--- src/rtl/cnt_ctrl_1596.sv ---
// rtl/cnt_ctrl_1596.sv - pushbutton front end for an up/down counter with load and auto-repeat
//
// Ports:
//   clk5m          5 MHz system clock, all logic on the rising edge
//   rst_n          synchronous active-low reset
//   btn_up_i       raw count-up pushbutton (1 = pressed)
//   btn_dn_i       raw count-down pushbutton (1 = pressed)
//   btn_ld_i       raw load pushbutton (1 = pressed)
//   sw_i           preset value from slide switches
//   en             single-cycle count enable pulse
//   updn           direction level (0 = up, 1 = down), held between pulses
//   load           single-cycle parallel-load strobe
//   data_in        load value, captured from sw_i on a load press
module cnt_ctrl_1596 #(
    parameter int WIDTH       = 10,
    parameter int DEB_CYCLES  = 50000,
    parameter int HOLD_CYCLES = 2500000,
    parameter int REP_CYCLES  = 500000
) (
    input  logic             clk5m,
    input  logic             rst_n,
    input  logic             btn_up_i,
    input  logic             btn_dn_i,
    input  logic             btn_ld_i,
    input  logic [WIDTH-1:0] sw_i,
    output logic             en,
    output logic             updn,
    output logic             load,
    output logic [WIDTH-1:0] data_in
);

    localparam int BTN_UP = 0;
    localparam int BTN_DN = 1;
    localparam int BTN_LD = 2;

    localparam int DEB_W   = (DEB_CYCLES > 1) ? $clog2(DEB_CYCLES) : 1;
    localparam int TMR_MAX = (HOLD_CYCLES > REP_CYCLES) ? HOLD_CYCLES : REP_CYCLES;
    localparam int TMR_W   = (TMR_MAX > 1) ? $clog2(TMR_MAX) : 1;

    localparam logic [DEB_W-1:0] DEB_LAST  = DEB_W'(DEB_CYCLES - 1);
    localparam logic [TMR_W-1:0] HOLD_LAST = TMR_W'(HOLD_CYCLES - 1);
    localparam logic [TMR_W-1:0] REP_LAST  = TMR_W'(REP_CYCLES - 1);

    typedef enum logic [1:0] {
        S_IDLE   = 2'd0,
        S_HOLD   = 2'd1,
        S_REPEAT = 2'd2
    } state_t;

    logic [2:0]       raw;
    logic [2:0]       sync1_q;
    logic [2:0]       sync2_q;
    logic [2:0]       deb_q;
    logic [2:0]       prev_q;
    logic [DEB_W-1:0] deb_cnt_q [3];
    logic [2:0]       press;

    state_t           state_q, state_d;
    logic             dir_q, dir_d;
    logic [TMR_W-1:0] tmr_q, tmr_d;
    logic             en_q, en_d;
    logic             load_q, load_d;
    logic             updn_q, updn_d;
    logic [WIDTH-1:0] data_q, data_d;
    logic             act_held;
    logic             other_held;

    assign raw = {btn_ld_i, btn_dn_i, btn_up_i};

    // Synchronizers and per-button debounce: the debounced level flips only
    // after DEB_CYCLES consecutive disagreeing samples; any agreement clears.
    always_ff @(posedge clk5m) begin
        if (!rst_n) begin
            sync1_q <= '0;
            sync2_q <= '0;
            deb_q   <= '0;
            prev_q  <= '0;
            for (int i = 0; i < 3; i++) begin
                deb_cnt_q[i] <= '0;
            end
        end else begin
            sync1_q <= raw;
            sync2_q <= sync1_q;
            for (int i = 0; i < 3; i++) begin
                if (sync2_q[i] != deb_q[i]) begin
                    if (deb_cnt_q[i] == DEB_LAST) begin
                        deb_q[i]     <= sync2_q[i];
                        deb_cnt_q[i] <= '0;
                    end else begin
                        deb_cnt_q[i] <= deb_cnt_q[i] + 1'b1;
                    end
                end else begin
                    deb_cnt_q[i] <= '0;
                end
            end
            // A press is only consumed in a cycle where it may pulse; while en
            // is high it stays pending so en never asserts back-to-back.
            if (!en_q) begin
                prev_q <= deb_q;
            end
        end
    end

    assign press = deb_q & ~prev_q & {3{~en_q}};

    assign act_held   = dir_q ? deb_q[BTN_DN] : deb_q[BTN_UP];
    assign other_held = dir_q ? deb_q[BTN_UP] : deb_q[BTN_DN];

    always_comb begin
        state_d = state_q;
        dir_d   = dir_q;
        tmr_d   = tmr_q;
        en_d    = 1'b0;
        load_d  = 1'b0;
        updn_d  = updn_q;
        data_d  = data_q;

        if (press[BTN_LD]) begin
            // Load wins over everything and cancels any repeat in progress.
            en_d    = 1'b1;
            load_d  = 1'b1;
            data_d  = sw_i;
            state_d = S_IDLE;
            tmr_d   = '0;
        end else begin
            case (state_q)
                S_IDLE: begin
                    if (press[BTN_UP] && !deb_q[BTN_DN]) begin
                        en_d    = 1'b1;
                        updn_d  = 1'b0;
                        dir_d   = 1'b0;
                        state_d = S_HOLD;
                        tmr_d   = '0;
                    end else if (press[BTN_DN] && !deb_q[BTN_UP]) begin
                        en_d    = 1'b1;
                        updn_d  = 1'b1;
                        dir_d   = 1'b1;
                        state_d = S_HOLD;
                        tmr_d   = '0;
                    end
                end
                S_HOLD: begin
                    if (!act_held || other_held) begin
                        state_d = S_IDLE;
                        tmr_d   = '0;
                    end else if (tmr_q == HOLD_LAST) begin
                        en_d    = 1'b1;
                        updn_d  = dir_q;
                        state_d = S_REPEAT;
                        tmr_d   = '0;
                    end else if (tmr_q != '1) begin
                        tmr_d = tmr_q + 1'b1;
                    end
                end
                S_REPEAT: begin
                    if (!act_held || other_held) begin
                        state_d = S_IDLE;
                        tmr_d   = '0;
                    end else if (tmr_q == REP_LAST) begin
                        en_d   = 1'b1;
                        updn_d = dir_q;
                        tmr_d  = '0;
                    end else if (tmr_q != '1) begin
                        tmr_d = tmr_q + 1'b1;
                    end
                end
                default: begin
                    state_d = S_IDLE;
                    tmr_d   = '0;
                end
            endcase
        end
    end

    always_ff @(posedge clk5m) begin
        if (!rst_n) begin
            state_q <= S_IDLE;
            dir_q   <= 1'b0;
            tmr_q   <= '0;
            en_q    <= 1'b0;
            load_q  <= 1'b0;
            updn_q  <= 1'b0;
            data_q  <= '0;
        end else begin
            state_q <= state_d;
            dir_q   <= dir_d;
            tmr_q   <= tmr_d;
            en_q    <= en_d;
            load_q  <= load_d;
            updn_q  <= updn_d;
            data_q  <= data_d;
        end
    end

    assign en      = en_q;
    assign load    = load_q;
    assign updn    = updn_q;
    assign data_in = data_q;

endmodule
--- config.mk ---
export PLATFORM = sky130hd
export DESIGN_NAME = cnt_ctrl_1596
export DESIGN_NICKNAME = d
export VERILOG_FILES = /design/src/rtl/cnt_ctrl_1596.sv
export SDC_FILE = /design/constraint.sdc
export NUM_CORES = 1
export LEC_CHECK = 0
export CORE_MARGIN = 2
export CORE_UTILIZATION = 45
export CTS_BUF_LIST = sky130_fd_sc_hd__clkbuf_8
export DETAILED_ROUTE_END_ITERATION = 10
export GPL_TIMING_DRIVEN = 0
export PLACE_DENSITY = 0.63
export SKIP_CTS_REPAIR_TIMING = 1
export SLEW_MARGIN = 20
export SYNTH_ARGS = -nofsm -noshare
export SYNTH_HDL_FRONTEND = slang
export SYNTH_SLANG_ARGS = --single-unit
export TNS_END_PERCENT = 10
--- constraint.sdc ---
create_clock -name clk5m -period 1.95 [get_ports clk5m]
set_input_delay 0.2925 -clock clk5m [delete_from_list [all_inputs] [get_ports clk5m]]
set_output_delay 0.2925 -clock clk5m [all_outputs]
set_load 0.03 [all_outputs]
Yosys cells after proc, flatten, opt, wreduce, memory -nomap -nowiden:

Memories as Yosys holds them, arrays and structs flattened.
Cells that the tools add are included.

* memories: 1
* output and inout port bits: 13
* RAM bits: 48
* register bits after elaboration: 50
* word-level logic and storage cells: 142
* bits of input ports: 15

* equal/unequal tests: 18
* bitwise logic cells: 15
* mux-type cells: 75
* reduce and logical (&&, ||, !) cells: 16
* add/subtract/negate cells: 4

Memory list
* deb_cnt_q: depth 3, bits a word 16, rd ports 3, clocked after Yosys merged registers in 0, write ports 3, line 55 `logic [DEB_W-1:0] deb_cnt_q [3];`

Operators with widths (count)
* $mux 22: 7
* $mux 16: 9
* $pmux 22 s3: 1
* $mux 1: 50
* $add 16x1->16 const B: 3
* $eq 16x16->1 const B: 3
* $add 22x1->22 const B: 1
* $eq 22x19->1 const B: 1
* $eq 22x22->1 const B: 1
* $ne 22x22->1 const B: 1
* $mux 2: 5
* $ne 2x2->1 const B: 5
* $or 1x1->1: 9
* $reduce_and 7->1: 1
* $and 3x3->3: 2
* $ne 3x3->1 const B: 2
* $pmux 1 s3: 2
* $pmux 2 s3: 1
* $reduce_and 2->1: 3
* $reduce_and 3->1: 2
* $logic_not 1->1: 3
* $ne 1x1->1: 3
* $not 1->1: 3
* $not 3->3: 1
* 8 further kinds: 9

Depth between registers and ports, before layout:

Gate-level depths: netlist of run 1.

* depth in word-level cells: 8
* gate-level depth with buffers: 8
* depth with buffers taken out: 7

Worst setup path after synthesis of run 1:

OpenSTA, ideal clock, no wires.

* kind: flip-flop to flip-flop
* from: register en_q (netlist: en)
* to: register tmr_q[7]
* period minus slack after synthesis: 1989 ps
* path buffers: 1
* arrival: 1915 ps
* path slack: -39 ps
* cell stages (with the launch flop): 7
* data required time: 1876 ps
* library setup time: 74 ps
* cell sequence: dfxtp_1 buf_2 nor4b_1 nor3b_2 a2111oi_4 o21ai_0 a31oi_1

* cells in the longest elaborated chain, start to end: 5
* elaborated cells on any way between the ends: 8
* those cells by class: eq/ne (1); mux (2); bitwise (2); reduce/logical (3)

Ends and longest elaborated chain
* from (decl): line 61 `logic en_q, en_d;`
* from (signal assigned): line 188 `en_q <= en_d;`
* $not 1->1 *: line 104 `assign press = deb_q & ~prev_q & {3{~en_q}};`
* $and 3x3->3 *: line 104
* $logic_and 1x1->1: line 128 `if (press[BTN_UP] && !deb_q[BTN_DN]) begin`
* $mux 22: line 128
* $pmux 22 s3: line 126 `case (state_q)`
* to (signal assigned): line 187 `tmr_q <= tmr_d;`
* to (decl): line 60 `logic [TMR_W-1:0] tmr_q, tmr_d;`

Mark *: on every way between the ends. The rest lies on a longest branch, timed or not.
A chain may end at the register's enable or synchronous reset.

Worst setup path after layout of run 1:

* from: register tmr_q[0]
* to: register tmr_q[21]

* cells in the longest elaborated chain, start to end: 5
* elaborated cells on any way between the ends: 10
* those cells by class: add/sub (1); eq/ne (3); mux (6)

Ends and longest elaborated chain (line)
* $add 22x1->22 or $ne 22x22->1 (tied branches)
* $mux 22: 151, 163
* $mux 22, on equally long branches: 159, 146
* $mux 22, on equally long branches: 156, 143
* $pmux 22 s3 *: 126

Marked as above.

==> results of run 1 <==
-- worst max-delay path: stages (launching register included) --
cell and delay (ps):
dfxtp_4 380, ha_4 180, and4_4 150, nand4_1 140
o21ai_2 100, buf_6 130, a2111oi_4 400, buf_4 210
a31oi_1 80, a21oi_1 140
-- flip-flops by register name, indices dropped and copies added (netlist names) --
register	cells
deb_cnt_q	48
load	1
en	1
tmr_q	22
deb_q	3
sync2_q	3
sync1_q	3
dir_q	1
state_q	2
prev_q	3
updn	1
data_in	10
-- Yosys cell counts (all sizes together) (2+ instances only) --
library cell	number	area (µm²)
nor2	81	309
a21boi	10	75.1
xnor2	24	210
mux2i	9	90.1
nor3b	3	27.5
nand4	20	131
clkbuf	11	42.5
nor4	4	25.0
or2	4	25.0
nand3	33	165
dfxtp	50	1000
edfxtp	48	1440
nor4bb	2	20.0
nor2b	7	43.8
o21ai	12	60.1
and2	7	43.8
a21oi	11	58.8
nand2	56	210
nor3	17	106
a31oi	15	93.8
nor4b	7	67.6
inv	13	48.8
ha	9	113
xor2	29	254
o2bb2ai	2	17.5
and3	7	43.8
or3	6	37.5
and4	3	26.3
nand2b	5	31.3
buf	3	17.5
-- layer usage --
metal	track usage	wire (µm)	up-vias
met5	0	0	-
met4	0.0586	143	0
met3	0.0353	323	13
met2	0.283	4990	61
met1	0.218	4640	1876
li1	-	-	1985
-- metrics by stage --
stage          power [mW]  hold slack (ps)  TNS, ps  cell area [µm²]
6_report             3.76              444    -1.31             6110
5_1_grt              3.92              477    -1250             6110
4_1_cts              3.77              451   -12450             5760
3_5_place_dp         2.55              429   -12210             5580
3_3_place_gp         2.55              417   -10640             5580
2_1_floorplan        2.47              412        0             5140
-- where the power goes --
part	switching (mW)	internal, mW	total, mW
logic	0.147	0.131	0.279
clock network	0.694	0.527	1.22
registers	0.0607	2.20	2.26
-- area by class of cell --
cell class / instances / area (µm²)
buffer: 12 / 73.8
clock buffer: 11 / 151
inverter: 13 / 48.8
tap: 140 / 175
clock inverter: 5 / 27.5
sequential: 98 / 2480
timing repair buffer: 41 / 395
fill: 977 / 4680
multi-input combinational: 443 / 2760
-- final timing paths --
path,endpoint,startpoint,depth (start not counted),slack (ps)
worst max-delay path,tmr_q[21],tmr_q[0],9,-1
worst min-delay path,sync2_q[2],sync1_q[2],1,440
worst max register to register,tmr_q[21],tmr_q[0],9,-1
worst min register to register,sync2_q[2],sync1_q[2],1,440
-- cell families (layout without fill, tap and decap cells) --
| logic type | after synthesis | in the layout | share of synthesized area |
|---|---|---|---|
| compound gates | 58 | 58 | 0.0794 |
| fa+ha+maj | 9 | 9 | 0.0227 |
| flops | 98 | 98 | 0.492 |
| xor+xnor | 53 | 53 | 0.0935 |
| mux | 9 | 9 | 0.0182 |
| buf+inv | 27 | 82 | 0.0219 |
| simple gates | 266 | 266 | 0.271 |
| other cells | 1 | 48 | 0.000756 |
==> flow_summary.yaml, run 1 <==
outcome:
  violations: "setup timing"
  status: "finished with violations"
clock_tree:
  cts_sinks: 98
  cts.htree.levels: 3
  cts_tree: "done"
  clockRootBuffer: "clkbuf_8"
  clock_latency_ps: 360
  path_clk_slew_ps: 100
  cts_max_path_buffers: 2
  numCtsBuffers: 9
detailed_routing:
  wl_um: 10100
  drtIter0Drc: 211
  detail_route.first_pass.iterations: 7
  via_per_inst: 5.16
  remaining_drc_errors: 0
  routedWlPerCell_um: 13.2
  ant_nets: 0
  vias: 3935
critical_path:
  worstSetupPathType: "flop to flop"
  arrival_ps: 2250
  path_max_fanout: 5
  crit_path_start_kind: "flop"
  cp_data_required_time_ps: 2250
  crit_path_end_kind: "flop"
sta:
  hold_viol_final: 0
  setup_viol: 1
  slew_violations: 0
  rsz0062_at_grt: "true"
  fmaxAchievable_mhz: 512
  fin_crit_ps: 1950
  worst_slack_ps: -1.31
  period_share: 1.00
  finalClockSkew_ps: 16.3
floorplanning:
  die_h_um: 109
  die_x_um: 109
  initial_core_util: 0.460
  dieArea_um2: 11900
  boundaryPins: 28
  row_count: 38
  fp.coreArea_um2: 10800
global_route:
  antenna_found_initial: 0
  grt_pass1_wl_um: 16000
  first_global_vias: 3588
  gr-total-overflow: 0
  grt_max_degree: 16
  grt_use_total: 0.169
yosys:
  synth-main-ff-cell: "dfxtp_1"
  synth_cells: 521
  syn_area_per_cell_um2: 9.52
  ys_async_sr_fraction: 0
  synth-edff-count: 48
  ys_types: 53
  yosysWarnings: 0
  syn-cell-area_um2: 4960
  ys_seq_elements: 98
  ys_seq_area_frac: 0.492
placed_design:
  gp_congestion: 0.850
  numPortBuffers: 27
  dp_cells: 735
  dpl.hpwl_um: 7000
  pre_cts_ws_ps: -427
final_layout:
  nets: 642
  area_growth_pct: 23.2
  fin_cells: 763
  drive_gt1_frac: 0.141
  diodes: 0
  final_core_util: 0.566
  final_common_cell: "nor2_1"
  final_cell_mix: "78 x nor2_1, 55 x nand2_1, 48 x edfxtp_1, 48 x conb_1, 36 x dfxtp_1"
power:
  powerDensity_nw_per_um2: 616
  cellLeakagePower_nw: 2.09
  irDropWorstVdd_uv: 441
hold_path:
  min_path_type: "flop to flop"
flow_run:
  drv_cap: 0
Note: power is estimated with default switching activity, not from simulation.
==> inputs of run 2 (changes only) <==
Settings changed: SLEW_MARGIN 20 to default.
==> results of run 2 <==
The final DEF is identical to that of run 1; final timing and power are the same.
==> inputs of run 3 (changes only) <==
Settings changed: ABC_CLOCK_PERIOD_IN_PS from default to 1950, DONT_BUFFER_PORTS from default to 1, PLACE_DENSITY 0.63 to 0.6.
==> flow_summary.yaml, run 3 (synthesized netlist as in run 1, its figures left out) <==
final_layout:
  area_growth_pct: 18.7
  diodes: 0
  final_core_util: 0.546
  nets: 615
  largest_register_ffs: 48
  largest_register: "deb_cnt_q"
  final_common_cell: "nor2_1"
  nFillCells: 952
  drive_gt1_frac: 0.154
  final_cell_mix: "77 x nor2_1, 54 x nand2_1, 48 x edfxtp_1, 48 x conb_1, 37 x dfxtp_1"
critical_path:
  r2r_start: "tmr_q[5]"
  worstSetupPathType: "flop to flop"
  arrival_ps: 2270
  path_max_fanout: 6
  crit_path_end_kind: "flop"
  crit_path_start_kind: "flop"
  crit_start: "tmr_q[5]"
  cp_data_required_time_ps: 2220
  ff2ff_path_depth: 6
power:
  switchingPower_uw: 898
  p_sw_frac: 0.232
  intPower_mw: 2.97
  power_frac_seq: 0.588
  powerDensity_nw_per_um2: 656
  p_comb_frac: 0.062
  report.power.total_mw: 3.87
  irDropWorstVdd_uv: 303
  cellLeakagePower_nw: 2.03
  p_clk_frac: 0.351
global_route:
  grt_pass1_wl_um: 15600
  antenna_found_initial: 0
  grt_use_total: 0.167
  grt_max_degree: 16
  gr-total-overflow: 0
  first_global_vias: 3383
detailed_routing:
  drtIter0Drc: 181
  ant_nets: 0
  detail_route.first_pass.iterations: 4
  via_per_inst: 5.18
  vias: 3812
  remaining_drc_errors: 0
  wl_um: 9730
  routedWlPerCell_um: 13.2
sta:
  whs_ps: 49.4
  setup_viol: 4
  hold_viol_final: 0
  worst_slack_ps: -56.1
  tns_ps: -144
  fmaxAchievable_mhz: 498
  slew_violations: 0
  rsz0062_at_grt: "true"
  period_share: 1.03
  fin_crit_ps: 2010
  finalClockSkew_ps: 7.99
clock_tree:
  numCtsBuffers: 9
  path_clk_slew_ps: 90
  cts_max_path_buffers: 2
  clockRootBuffer: "clkbuf_8"
  cts_tree: "done"
  cts.htree.levels: 3
  cts_sinks: 98
  clock_latency_ps: 370
hold_path:
  min_from: "btn_ld_i"
  min_path_type: "input port to flop"
  worstHoldPathCells: 1
floorplanning:
  row_count: 38
  boundaryPins: 28
  fp.coreArea_um2: 10800
  initial_core_util: 0.460
  die_x_um: 109
  dieArea_um2: 11900
  die_h_um: 109
outcome:
  status: "finished with violations"
  violations: "setup timing"
flow_run:
  drv_cap: 0
placed_design:
  numPortBuffers: 0
  dpl.hpwl_um: 6820
  gp_congestion: 0.874
run 3: worst paths after layout:
| path | endpoint | slack [ps] |
|---|---|---|
| worst min register to register | sync2_q[1] | 450 |
| worst max-delay path | tmr_q[17] | -60 |
| worst max register to register | tmr_q[17] | -60 |
| worst min-delay path | sync1_q[2] | 50 |
run 3: layout make-up:
class | instances | area [µm²] | share of cell area
well taps | 140 | 175 | 0.0297
inverters | 13 | 48.8 | 0.00829
clock buffers | 11 | 151 | 0.0257
multi-input cells | 443 | 2780 | 0.472
repair buffers | 14 | 129 | 0.0219
flip-flops and latches | 98 | 2470 | 0.420
clock inverters | 5 | 53.8 | 0.00914
plain buffers | 12 | 77.6 | 0.0132
run 3: through the flow:
stage,instance area [µm²],setup slack (ps),std cells
after global placement,5310,-417,708
after global routing,5890,-135,736
after floorplan,5140,0.246,568
final,5890,-56.1,736
after detailed placement,5310,-430,708
after CTS,5520,-450,724
run 3: power by group through the flow:
stage / logic (mW) / registers [mW] / clock network [mW]
after floorplan: 0.159 / 2.31 / 0
after global placement: 0.191 / 2.32 / 0
after detailed placement: 0.192 / 2.32 / 0
after CTS: 0.194 / 2.28 / 1.41
after global routing: 0.267 / 2.28 / 1.48
final: 0.238 / 2.27 / 1.36
run 3: worst max-delay path: stages, from the launching register on:
cell and delay (ps):
dfxtp_2 400, nand4_1 200, or4_1 510, a311o_2 450, nor3_2 150, xnor2_1 150, nor2_2 40
run 3: routing by layer:
metal	track usage	share of wire
met5	0	0
met4	0.0824	0.023
met3	0.0353	0.048
met2	0.249	0.45
met1	0.230	0.48
